===== src/rtl/memory_unit_v2.sv =====
// Memory/fetch unit: PC, SP, MAR and instruction register, with ROM/RAM address generation,
// a stack window in upper RAM, sticky stack flags, and breakpoint/watchpoint channels.
module memory_unit_v2 #(
  parameter int DATA_W = 8,
  parameter int ADDR_W = 16,
  parameter int ROM_AW = 15,
  parameter int OP_W   = 8,
  parameter int SP_W   = 8,
  parameter int NUM_BP = 4,
  localparam int AB    = ADDR_W / DATA_W
) (
  input  logic                     i_clk,
  input  logic                     i_reset,
  input  logic [DATA_W-1:0]        i_bus,
  output logic [DATA_W-1:0]        o_bus,
  output logic                     o_busDrive,
  input  logic                     i_pcInc,
  input  logic                     i_pcLoadImm,
  input  logic [AB-1:0]            i_pcByteWE,
  input  logic [AB-1:0]            i_marByteWE,
  input  logic                     i_marInc,
  input  logic                     i_spPush,
  input  logic                     i_spPop,
  input  logic                     i_instrWE,
  input  logic                     i_immToBus,
  input  logic                     i_ramToBus,
  input  logic                     i_ramWE,
  input  logic                     i_useImmAddr,
  input  logic                     i_flagClear,
  input  logic [NUM_BP*ADDR_W-1:0] i_bpAddr,
  input  logic [NUM_BP*2-1:0]      i_bpMode,
  input  logic                     i_bpClear,
  output logic [ROM_AW-1:0]        o_romAddress,
  input  logic [OP_W+ADDR_W-1:0]   i_romData,
  output logic [OP_W-1:0]          o_instrCode,
  output logic [ADDR_W:0]          o_ramAddress,
  input  logic [DATA_W-1:0]        i_ramData,
  output logic [DATA_W-1:0]        o_ramData,
  output logic                     o_ramWE,
  output logic [SP_W-1:0]          o_sp,
  output logic                     o_stackOverflow,
  output logic                     o_stackUnderflow,
  output logic [NUM_BP-1:0]        o_bpHit,
  output logic                     o_halt
);

  logic [ADDR_W-1:0]        pc, mar, imm, la;
  logic [OP_W-1:0]          opcode;
  logic [SP_W-1:0]          sp;
  logic                     overflow, underflow, skip;
  logic [NUM_BP-1:0]        hit, accessMatch, execMatch, hitSet;
  logic [ADDR_W-DATA_W-1:0] spExt;
  logic                     stk, halt, anyExec, pcEnable, instrAccept;

  assign la  = i_useImmAddr ? imm : mar;
  assign stk = &la[ADDR_W-1:DATA_W];

  always_comb begin
    spExt = '0;
    spExt[SP_W-1:0] = sp;
    o_ramAddress = stk ? {1'b1, spExt, la[DATA_W-1:0]} : {1'b0, la};
  end

  always_comb begin
    accessMatch = '0;
    execMatch   = '0;
    for (int n = 0; n < NUM_BP; n++) begin
      case (i_bpMode[2*n +: 2])
        2'b01:   execMatch[n]   = i_instrWE && !skip && (pc == i_bpAddr[n*ADDR_W +: ADDR_W]);
        2'b10:   accessMatch[n] = i_ramToBus && (la == i_bpAddr[n*ADDR_W +: ADDR_W]);
        2'b11:   accessMatch[n] = i_ramWE && (la == i_bpAddr[n*ADDR_W +: ADDR_W]);
        default: ;
      endcase
    end
  end

  // An exec hit suppresses the fetch it matched so the halted PC points at the breakpoint.
  assign hitSet      = accessMatch | execMatch;
  assign halt        = |hit;
  assign anyExec     = |execMatch;
  assign pcEnable    = !halt && !anyExec;
  assign instrAccept = i_instrWE && pcEnable;

  always_ff @(posedge i_clk) begin
    if (i_reset) begin
      pc     <= '0;
      mar    <= '0;
      opcode <= '0;
      imm    <= '0;
    end else begin
      if (pcEnable) begin
        if (i_pcLoadImm) begin
          pc <= imm;
        end else if (|i_pcByteWE) begin
          for (int k = 0; k < AB; k++)
            if (i_pcByteWE[k]) pc[k*DATA_W +: DATA_W] <= i_bus;
        end else if (i_pcInc) begin
          pc <= pc + 1'b1;
        end
      end
      if (|i_marByteWE) begin
        for (int k = 0; k < AB; k++)
          if (i_marByteWE[k]) mar[k*DATA_W +: DATA_W] <= i_bus;
      end else if (i_marInc) begin
        mar <= mar + 1'b1;
      end
      if (instrAccept) {opcode, imm} <= i_romData;
    end
  end

  // Stack pointer wraps in both directions; flags latch until cleared, and a fresh set beats the clear.
  always_ff @(posedge i_clk) begin
    if (i_reset) begin
      sp        <= '0;
      overflow  <= 1'b0;
      underflow <= 1'b0;
    end else begin
      if (i_spPush && !i_spPop) sp <= sp + 1'b1;
      else if (i_spPop && !i_spPush) sp <= sp - 1'b1;
      if (i_spPush && !i_spPop && (&sp)) overflow <= 1'b1;
      else if (i_flagClear) overflow <= 1'b0;
      if (i_spPop && !i_spPush && (sp == '0)) underflow <= 1'b1;
      else if (i_flagClear) underflow <= 1'b0;
    end
  end

  // Clearing arms skip so resuming on an exec breakpoint fetches past it once.
  always_ff @(posedge i_clk) begin
    if (i_reset) begin
      hit  <= '0;
      skip <= 1'b0;
    end else begin
      hit <= (i_bpClear ? '0 : hit) | hitSet;
      if (i_bpClear) skip <= 1'b1;
      else if (instrAccept) skip <= 1'b0;
    end
  end

  assign o_busDrive       = i_immToBus | i_ramToBus;
  assign o_bus            = i_ramToBus ? i_ramData : (i_immToBus ? imm[DATA_W-1:0] : '0);
  assign o_romAddress     = pc[ROM_AW-1:0];
  assign o_instrCode      = opcode;
  assign o_ramData        = i_bus;
  assign o_ramWE          = i_ramWE;
  assign o_sp             = sp;
  assign o_stackOverflow  = overflow;
  assign o_stackUnderflow = underflow;
  assign o_bpHit          = hit;
  assign o_halt           = halt;

endmodule


===== config.mk =====
export PLATFORM = sky130hd
export DESIGN_NAME = memory_unit_v2
export DESIGN_NICKNAME = d
export VERILOG_FILES = /design/src/rtl/memory_unit_v2.sv
export SDC_FILE = /design/constraint.sdc
export NUM_CORES = 1
export LEC_CHECK = 0
export CAP_MARGIN = 20
export CORE_MARGIN = 1.5
export CORE_UTILIZATION = 30
export CTS_BUF_LIST = sky130_fd_sc_hd__clkbuf_8
export CTS_CLUSTER_SIZE = 8
export DETAILED_ROUTE_END_ITERATION = 8
export DONT_BUFFER_PORTS = 1
export GPL_TIMING_DRIVEN = 0
export HOLD_SLACK_MARGIN = 0.1
export SYNTH_ARGS = -nofsm -noshare
export SYNTH_HDL_FRONTEND = slang
export SYNTH_SLANG_ARGS = --single-unit
export TNS_END_PERCENT = 30

===== constraint.sdc =====
create_clock -name i_clk -period 3.53 [get_ports i_clk]
set_clock_uncertainty 0.2 [all_clocks]
set_input_delay 0.5295 -clock i_clk [delete_from_list [all_inputs] [get_ports i_clk]]
set_output_delay 0.5295 -clock i_clk [all_outputs]
set_load 0.1 [all_outputs]

* Word-level counts from Yosys, hierarchy flattened
Index checks and enable logic that the tools add are counted.
** Word-level totals
- Bits in registers :: 71
** Operators by class
- Mux-type cells :: 29
- Add/sub/neg operators :: 4
- Reduce and logical (&&, ||, !) cells :: 41
- Bitwise operators :: 3
- Equality and inequality tests :: 24
** Operators with widths (number)
- 16-bit == test :: 8
- 16-bit two-way mux :: 6
- 8-bit two-way mux :: 8
- 16-bit by 1-bit adder with 16-bit output (second input constant) :: 2
- 1-bit logical AND :: 19
- 17-bit two-way mux :: 1
- 2-bit == test (second input constant) :: 8
- 8-bit AND reduction :: 2
- 2-bit nonzero test :: 5
- 1-bit two-way mux :: 9
- 8-bit by 1-bit adder with 8-bit output (second input constant) :: 1
- 2-bit by 1-bit == test with 1-bit output (second input constant) :: 4
- 8-bit logical NOT :: 1
- 4-bit bitwise OR :: 2
- 1-bit one-hot mux with 2 select lines :: 4
- 4-bit OR reduction :: 2
- 8-bit by 1-bit subtractor with 8-bit output (second input constant) :: 1
- 3-bit inequality test (second input constant) :: 2
- 3-bit AND reduction :: 2
- 1-bit logical NOT :: 5
- 4-bit two-way mux :: 1
- 2-bit inequality test (second input constant) :: 2
- 2-bit AND reduction :: 2
- 2-bit OR reduction :: 2
- 2 further kinds :: 2

* Longest topological paths before layout
Gate-level depths: netlist of the first run.
- Depth after elaboration :: 10
- Depth in mapped cells :: 11

* Worst setup path before layout of the first run
OpenSTA, ideal clock, no wires.
- Kind :: in2out
- From :: input port i_useImmAddr
- To :: output port o_ramAddress[9]
- Arrival time :: 3.186 ns
- Path slack :: -0.386 ns
- Required time :: 2.800 ns
- Cell stages on the path :: 7
- Path buffers :: 3
- Cells stage by stage :: buf_2 > buf_4 > mux2i_1 > or3_1 > clkbuf_1 > nor2_1 > nor2_1
** Between the ends
- Word-level cells in the longest chain between the ends :: 3
** Ends and longest elaborated chain
- from (decl) :: line 28 : input logic i_useImmAddr,
- 16-bit two-way mux * :: line 55 : assign la = i_useImmAddr ? imm : mar;
- 8-bit AND reduction :: line 56 : assign stk = &la[ADDR_W-1:DATA_W];
- 17-bit two-way mux * :: line 61 : o_ramAddress = stk ? {1'b1, spExt, la[DATA_W-1:0]} : {1'b0, la};
- to (decl) :: line 36 : output logic [ADDR_W:0] o_ramAddress,
Mark *: on every way between the ends. The rest lies on a longest branch, timed or not.

* Worst setup path in the final report of the first run
- From :: input port i_useImmAddr
- To :: output port o_ramAddress[3]
** Between the ends
- Word-level cells in the longest chain between the ends :: 2
** Ends and longest elaborated chain (line)
- 16-bit two-way mux :: 55
- 17-bit two-way mux :: 61
No other way between the ends.

==> key figures, run 1 <==
Outcome
  • Outcome: finished clean

Global route
  • Number of global-route vias before repair: 5,708
  • First-pass GRT wire length: 35,200 um
  • Initial antenna violation count: 0
  • Largest net degree at the start of global routing: 13
  • Grt total ovfl: 0
  • GRT Total Usage: 23.4%

Placed design
  • Post-DP HPWL: 19,100 um
  • GP Congestion: 0.922
  • Post-place setup slack: -0.363 ns
  • Placed instance area: 6480 um^2
  • Placed Instances: 1,044
  • Port buffer count: 0

Logic synthesis
  • Post-synthesis sequential area ratio: about a quarter
  • Synth Cell Area: 5950 um^2
  • FFs w/ async S/R, synth: 0%
  • Synth unique cells: 51
  • Post-synth EDFFs: 0
  • Syn Area/Cell: about 7.8 um^2
  • Synth warn: 0
  • Synth Register Bits: a little over 70
  • Cells after Synth: 765
  • Ys flop type: dfxtp_1
  • Synth Net Count: 906

Routing
  • Vias per inst: 5.39
  • Iter 0 DRT Violations: 610
  • DRC Markers: 0
  • DR WL/cell: 22.6 um
  • Total iterations of the first detailed-routing run: 8
  • Final Routed Wirelength: 24,700 um
  • Routed Antenna Nets: 0
  • DR vias: 5,883

Critical path
  • CP delay by family, top: buffers and inverters
  • CP bufs+invs: 3
  • Data arrival, critical path: 2.79 ns
  • Critical path required time: approximately 2.8 ns
  • Crit end category: output pin
  • CP max stage cell: mux2i_1
  • Critical path type: in2out
  • Crit start category: primary input
  • Critical Path, Cell by Cell: buf_2 -> buf_4 -> mux2i_1 -> inv_1
  • Crit path largest cell delay: 0.97 ns
  • Crit Path Max Fanout: 10

Clocking
  • CTS root buf: clkbuf_8
  • Clock Latency Late Sink: around 0.38 ns
  • Clk sink count: approximately 70
  • CTS clk-pin slew, worst paths: around 0.08 ns
  • Post-CTS setup buffers: 0
  • Clk buf depth: 2
  • CTS tree: done
  • CTS buffer count: 9
  • CTS H-tree depth: 3

Die
  • Initial core utilization: 30.6%
  • Chip height: 144 um
  • Die area: roughly 21,000 um^2
  • Rows: 51
  • DIE WIDTH: ~140 um
  • Core area: 19,500 um^2
  • I/O pin total: 203

Timing
  • Final Cycle Share: 99.7%
  • Fin Hold WS: 0.116 ns
  • Pins over their slew limit: 0
  • Post-layout min period: 3.52 ns
  • Relative slew slack: 20.9%
  • RSZ-0062 raised after global routing: no
  • Worst slew pin tran: 1.15 ns
  • Max Freq: 284 MHz
  • Final setup viols: 0
  • Fin. Hold Viols: 0
  • Post-route setup slack: 0.00949 ns

Finish
  • # diodes: 0
  • Final #Nets: 962
  • Layout cell share with drive strength beyond 1: between 10% and 20%
  • Non-filler cells, final: 1,091
  • Area Overhead vs Synth: 21.0%
  • Fillers: slightly above 2k
  • Final core utilization: 37.0%
  • Most common cell after layout, fill and taps aside: nor2_1
  • Final Cell Area: between 7000 and 8000 um^2
  • FF+latch area: 1420 um^2
  • Multi-input gate area: around 4100 um^2
  • Commonest non-fill, non-tap cells in the layout: nor2_1 (100), xor2_1 (89), dfxtp_1 (71)

Power and ir drop
  • Pwr dens: approximately 470 nW/um^2
  • Leak Pwr: 0.00284 uW
  • Peak supply drop: 0.170 mV

Min path
  • Hold Path Class: in2reg

Run
  • Maxcap violations: 0
## per-layer routing
metal	wire length (um)	vias to the layer above	track usage [%]	part of all wire (%)
met3	2520	54	6.40	10
met1	9740	2733	28.1	40
met2	11600	351	39.4	47
met4	790	0	9.29	3.2
met5	0	-	0	0
li1	-	2745	-	-
## power by group
part | switching [uW] | internal, uW | leakage (uW)
clock | 355 | 631 | 0.000146
combinational | 795 | 419 | 0.00211
sequential | 282 | 870 | 0.000585
total | 1430 | 1920 | 0.00284
## sequential cells by signal, indices dropped and copies added (netlist names)
register          cells
imm                  16
mar                  16
pc                   16
o_instrCode           8
o_sp                  8
o_bpHit               4
o_stackOverflow       1
o_stackUnderflow      1
skip                  1
## what timing repair did
item,CTS,global route
hold buffers,29,0
gates resized for setup,9,6
pin swaps,1,2
endpoints found under the hold margin,30,0
setup endpoints to repair,6,6
## through the flow
step	power (uW)	TNS (ns)
floorplan	2060	-2.31
global placement	2250	-9.51
detailed placement	2290	-2.11
CTS	3310	0
global route	3490	0
finish	3350	0
## synthesized netlist by cell type (all sizes together) (2+ instances only)
cell type | count | share of area, %
nor3 | 15 | 1.3
o31ai | 6 | 0.76
mux2 | 5 | 0.95
a31o | 2 | 0.44
a31oi | 2 | 0.21
a22oi | 3 | 0.38
a21oi | 49 | 4.1
nor2b | 2 | 0.21
a211oi | 20 | 2.5
nand4 | 37 | 3.9
or2 | 4 | 0.42
nand2b | 6 | 0.63
nand3 | 11 | 0.93
clkbuf | 24 | 1.5
o21ai | 22 | 1.9
ha | 10 | 2.1
dfxtp | 71 | 24
a311oi | 4 | 0.59
inv | 22 | 1.4
or3 | 2 | 0.21
nor4 | 17 | 2.1
o21bai | 3 | 0.38
xnor2 | 56 | 8.2
and3 | 6 | 0.63
mux2i | 49 | 8.2
a2111oi | 2 | 0.29
nand2 | 50 | 3.2
nor2 | 107 | 6.8
a211o | 2 | 0.29
buf | 50 | 5.8
xor2 | 89 | 13
a21o | 3 | 0.38
a32oi | 2 | 0.29
## logic make-up (layout without fill, tap and decap cells)
family | after synthesis | count (layout) | synth area share [%]
muxes | 54 | 54 | 9.19
adders and majority gates | 11 | 11 | 2.44
xor gates and xnor gates | 145 | 145 | 21.3
buffers and inverters | 96 | 157 | 8.69
DFF | 71 | 71 | 23.9
AOI/OAI and AO/OA | 125 | 125 | 13.2
and+or+nand+nor | 263 | 263 | 21.2
## worst paths after layout
check	startpoint	endpoint	slack, ns	cells after the start
worst max-delay path	i_useImmAddr	o_ramAddress[3]	0.009	4
worst min-delay path	i_romData[20]	o_instrCode[4]	0.12	2
worst min register to register	skip	skip	0.29	2
worst max register to register	o_bpHit[2]	pc[14]	0.15	6
## area by class of cell
cell class              instances  area share (%)
clock buffers                  10            1.91
plain buffers                  73            5.98
clock inverters                 6            2.16
well taps                     265            4.61
inverters                      22            1.15
multi-input cells             598            57.5
flip-flops and latches         71            19.7
repair buffers                 46            6.97
Note: power is estimated with default switching activity, not from simulation.
==> inputs of run 2 (changes only) <==
Settings changed: CAP_MARGIN 20 to unset.
==> key figures, run 2 (synthesis gave the netlist of run 1 again) <==
Timing
  • Sum Neg Setup Slack: 0 ns (unchanged)
  • Final Cycle Share: 96.6% (-3.1 points)
  • Max Freq: 293 MHz (+3.2%)
  • Worst slew pin tran: 1.23 ns (+0.0737 ns)
  • Fin. Hold Viols: 0 (unchanged)
  • Fin Hold WS: 0.122 ns (+0.00558 ns)
  • RSZ-0062 raised after global routing: no
  • Pins over their slew limit: 0 (unchanged)
  • Post-layout min period: 3.41 ns (-0.110 ns)
  • Final setup viols: 0 (unchanged)
  • Relative slew slack: 18.0% (-2.8 points)

Global route
  • Initial antenna violation count: 0 (unchanged)
  • Busiest grt layer: met2
  • GRT Total Usage: 23.7% (+0.24 points)
  • Grt total ovfl: 0 (unchanged)
  • First-pass GRT wire length: 35,300 um (+0.49%)
  • Global routing usage on met2: 38.3% (-1.1 points)
  • Number of global-route vias before repair: 5,647 (-1.1%)
  • Met1 usage: 29.7% (+1.6 points)
  • Grt met3 use: 6.13% (-0.27 points)
  • Largest net degree at the start of global routing: 11 (-2)

Finish
  • Area Overhead vs Synth: 18.9%
  • Final #Nets: 961 (-0.10%)
  • Final Cell Area: 7070 um^2 (-1.7%)
  • # diodes: 0 (unchanged)
  • Multi-input gate area: 4220 um^2 (+1.9%)
  • Commonest non-fill, non-tap cells in the layout: nor2_1 (100), xor2_1 (89), dfxtp_1 (71)
  • Fillers: 2,070 (+1.9%)
  • Top Registers: imm (16), mar (16), pc (16)
  • FF+latch area: 1420 um^2 (unchanged)
  • Final core utilization: 36.3% (-0.64 points)
  • Layout cell share with drive strength beyond 1: 14.4% (+0.035 points)
  • Most common cell after layout, fill and taps aside: nor2_1

Clocking
  • CTS clk-pin slew, worst paths: 0.08 ns (about the same)
  • CTS buffer count: 9 (unchanged)
  • CTS H-tree depth: 3 (unchanged)
  • CTS tree: done
  • Clock Latency Late Sink: 0.39 ns (about the same)
  • Clk sink count: 71 (unchanged)
  • CTS root buf: clkbuf_8
  • Clk buf depth: 2 (unchanged)

Power and ir drop
  • Design Power: 2970 uW (-11%)
  • Peak supply drop: 0.163 mV (-4.6%)
  • Pwr dens: 421 nW/um^2 (-9.7%)
  • Leak Pwr: 0.00275 uW (-3.2%)

Routing
  • Routed Antenna Nets: 0 (unchanged)
  • Total iterations of the first detailed-routing run: 6 (-2)
  • Final Routed Wirelength: 24,900 um (+1.1%)
  • Iter 0 DRT Violations: 623 (+2.1%)
  • DR vias: 5,911 (+0.48%)
  • DR WL/cell: 22.9 um (+1.3%)
  • DRC Markers: 0 (unchanged)
  • Vias per inst: 5.43 (+0.66%)

Critical path
  • Data arrival, critical path: 3.45 ns (+0.66 ns)
  • Critical path required time: 3.57 ns (+0.77 ns)
  • CP bufs+invs: 1 (-2)
  • Crit end category: flip-flop
  • Crit start category: flip-flop
  • CP startpoint: o_bpHit[2]
  • CP max stage cell: or4_4
  • Crit path largest cell delay: 0.89 ns (-0.08 ns)
  • Critical Path, Cell by Cell: or4_4 -> a31o_4 -> nor4_2 -> buf_2 -> mux2i_1 -> nor2_1
  • FF-to-FF Start: o_bpHit[2]
  • Critical path type: reg2reg
  • Crit Path Max Fanout: 10 (unchanged)
  • CP delay by family, top: simple AND/OR/NAND/NOR gates

Die
  • Die area: 20,700 um^2 (unchanged)
  • Chip height: 144 um (unchanged)
  • Initial core utilization: 30.6% (unchanged)
  • DIE WIDTH: 144 um (unchanged)
  • I/O pin total: 203 (unchanged)
  • Core area: 19,500 um^2 (unchanged)
  • Rows: 51 (unchanged)

Placed design
  • Placed instance area: 6330 um^2 (-2.3%)
  • GP Congestion: 0.922 (unchanged)
  • Post-DP HPWL: 18,600 um (-2.8%)
  • Port buffer count: 0 (unchanged)

Min path
  • Hold Path Class: in2reg
  • Hold Startpoint: i_flagClear

Outcome
  • Outcome: finished clean

Run
  • Maxcap violations: 0 (unchanged)
## run 2: cell count changes in the layout (fill, tap and decap cells not counted), sizes merged
cell / before / now
inv: 22 / 25
dlygate4sd3: 29 / 30
buf: 67 / 63
bufinv: 5 / 0
clkbuf: 33 / 37
clkinv: 1 / 0
## run 2: area by class of cell
type	instances	area share (%)
multi-input cells	598	59.6
repair buffers	44	5.73
clock buffers	12	2.34
flip-flops and latches	71	20.1
well taps	265	4.69
inverters	22	1.17
plain buffers	74	6.23
clock inverters	3	0.159
## run 2: path summary, 6_finish.rpt
path                            to  slack [ns]  cells past startpoint
setup / recovery            pc[14]        0.12                      6
hold / removal    o_stackUnderflow        0.12                      2
setup reg to reg            pc[14]        0.12                      6
hold reg to reg               skip        0.29                      2
## run 2: repair_timing
action / CTS / global route
pin swaps: 0 / 1
gates resized for setup: 22 / 8
setup buffers: 0 / 14
hold endpoints to repair: 31 / 0
hold buffers: 30 / 0
setup endpoints to repair: 9 / 8
## run 2: worst reg2reg max path, cell delays in order (launching register included)
cell	delay, ns
dfxtp_1	0.69
or4_4	0.89
a31o_4	0.31
nor4_2	0.51
buf_2	0.35
mux2i_1	0.23
nor2_1	0.08
## run 2: metrics by stage
stage          instances  setup WS (ns)
2_1_floorplan        765         -0.383
3_5_place_dp        1030         -0.642
6_report            1089          0.120
3_3_place_gp        1030          -1.08
4_1_cts             1075        -0.0590
5_1_grt             1089         0.0782
## run 2: metal layers
| metal | vias up | wire length, um |
|---|---|---|
| met5 | - | 0 |
| met4 | 0 | 666 |
| met3 | 58 | 2470 |
| met2 | 345 | 11900 |
| met1 | 2772 | 9920 |
| li1 | 2736 | - |
## run 2: power breakdown
part / internal [uW] / leakage [uW] / switching [uW] / total [uW]
Sequential: 870 / 0.000585 / 337 / 1210
Combinational: 390 / 0.00206 / 744 / 1130
Clock: 302 / 0.000102 / 333 / 634
Total: 1560 / 0.00275 / 1410 / 2970
==> inputs of run 3 (changes only) <==
Settings changed: CTS_CLUSTER_SIZE 8 to 14.
Clock period 3.53 ns to 4.1 ns, I/O delays scaled along.
==> key figures, run 3 (synthesis gave the netlist of run 1 again) <==
Die
  • Chip height: 144 um (unchanged)
  • I/O pin total: 203 (unchanged)
  • Rows: 51 (unchanged)
  • Initial core utilization: 30.6% (unchanged)
  • Core area: 19,500 um^2 (unchanged)
  • Die area: 20,700 um^2 (unchanged)
  • DIE WIDTH: 144 um (unchanged)

Critical path
  • Critical path required time: 3.28 ns (-0.29 ns)
  • Crit start category: primary input
  • Critical Path, Cell by Cell: buf_2 -> mux2i_2 -> nor4_1 -> nand2_1 -> or3_1 -> clkbuf_1 -> nor2_1 -> nor2_4
  • CP max stage cell: mux2i_2
  • Data arrival, critical path: 3.11 ns (-0.34 ns)
  • Crit Path Max Fanout: 7 (-3)
  • Crit end category: output pin
  • CP bufs+invs: 2 (+1)
  • CP delay by family, top: simple AND/OR/NAND/NOR gates
  • Critical path type: in2out
  • Crit path largest cell delay: 0.88 ns (about the same)

Clocking
  • Clk sink count: 71 (unchanged)
  • Clock Latency Late Sink: 0.37 ns (-0.02 ns)
  • CTS clk-pin slew, worst paths: 0.07 ns (about the same)
  • CTS tree: done
  • Post-CTS setup buffers: 0 (unchanged)
  • Clk buf depth: 2 (unchanged)
  • CTS H-tree depth: 3 (unchanged)
  • CTS buffer count: 9 (unchanged)
  • CTS root buf: clkbuf_8

Power and ir drop
  • Leak Pwr: 0.00258 uW (-6.0%)
  • Peak supply drop: 0.138 mV (-15%)
  • Pwr dens: 394 nW/um^2 (-6.3%)
  • Design Power: 2610 uW (-12%)

Finish
  • Top Registers: imm (16), mar (16), pc (16)
  • Layout cell share with drive strength beyond 1: 12.9% (-1.5 points)
  • Final #Nets: 917 (-4.6%)
  • # diodes: 0 (unchanged)
  • Most common cell after layout, fill and taps aside: nor2_1
  • Non-filler cells, final: 1,046 (-3.9%)
  • Commonest non-fill, non-tap cells in the layout: nor2_1 (100), xor2_1 (89), dfxtp_1 (71)
  • Final core utilization: 34.0% (-2.3 points)
  • Area Overhead vs Synth: 11.2%

Timing
  • Post-layout min period: about 4 ns
  • Worst slew pin tran: 1.23 ns (+0.00515 ns)
  • Fin. Hold Viols: 0 (unchanged)
  • Fin Hold WS: 0.171 ns (+0.0496 ns)
  • Relative slew slack: 15.5% (-2.6 points)
  • Max Freq: ~260 MHz
  • Sum Neg Setup Slack: 0 ns (unchanged)
  • Final Cycle Share: 95.6%
  • Pins over their slew limit: 0 (unchanged)
  • Final setup viols: 0 (unchanged)
  • RSZ-0062 raised after global routing: no

Routing
  • DR vias: 5,702 (-3.5%)
  • Routed Antenna Nets: 0 (unchanged)
  • Iter 0 DRT Violations: 542 (-13%)
  • DRC Markers: 0 (unchanged)
  • Total iterations of the first detailed-routing run: 6 (unchanged)
  • Final Routed Wirelength: 24,100 um (-3.5%)
  • DR WL/cell: 23.0 um (+0.48%)
  • Vias per inst: 5.45 (+0.43%)

Global route
  • Grt met3 use: 6.00% (-0.13 points)
  • Number of global-route vias before repair: 5,361 (-5.1%)
  • Busiest grt layer: met2
  • Initial antenna violation count: 0 (unchanged)
  • Global routing usage on met2: 36.5% (-1.8 points)
  • Met1 usage: 27.8% (-1.9 points)
  • Grt total ovfl: 0 (unchanged)
  • Largest net degree at the start of global routing: 12 (+1)
  • First-pass GRT wire length: 33,700 um (-4.5%)
  • GRT Total Usage: 22.6% (-1.0 points)

Outcome
  • Outcome: finished clean

Run
  • Maxcap violations: 0 (unchanged)

Placed design
  • GP Congestion: 0.929 (+0.76%)
  • Post-DP HPWL: 18,400 um (-0.98%)
  • Port buffer count: 0 (unchanged)
  • Placed Instances: 1,030 (unchanged)

Min path
  • Hold Path Class: in2reg
## run 3: cell type report
type                       instances  area (um^2)
buffer                            74          434
clock buffer                      11          151
clock inverter                     5         72.6
fill                            2048        12800
inverter                          22         82.6
multi-input combinational        598         4120
sequential                        71         1420
tap                              265          332
## run 3: timing repair
item                       4_1_cts  5_1_grt
resized for setup               13        1
hold endpoints to repair         0        0
hold buffers                     0        0
setup endpoints to repair        7        1
## run 3: routing by layer
layer | vias up | wire length, um
li1 | 2645 | -
met1 | 2644 | 9670
met3 | 68 | 2440
met5 | - | 0
met2 | 345 | 11000
met4 | 0 | 935
## run 3: per-stage QoR
| stage | worst slack [ns] | area, um^2 |
|---|---|---|
| finish | 0.179 | 6620 |
| CTS | -0.0122 | 6610 |
| detailed placement | -0.359 | 6330 |
| global route | 0.136 | 6620 |
| floorplan | 0.0135 | 5950 |
| global placement | -0.773 | 6280 |
## run 3: path summary, 6_finish.rpt
| kind | from | slack [ns] | to | cells past startpoint |
|---|---|---|---|---|
| worst max register to register | o_bpHit[2] | 0.71 | pc[14] | 6 |
| worst max-delay path | i_useImmAddr | 0.18 | o_ramAddress[9] | 8 |
| worst min-delay path | i_bpClear | 0.17 | skip | 2 |
| worst min register to register | skip | 0.29 | skip | 2 |
## run 3: power by group
part / internal [uW] / switching, uW
clock network: 371 / 282
logic: 296 / 627
registers: 749 / 282
total: 1420 / 1190
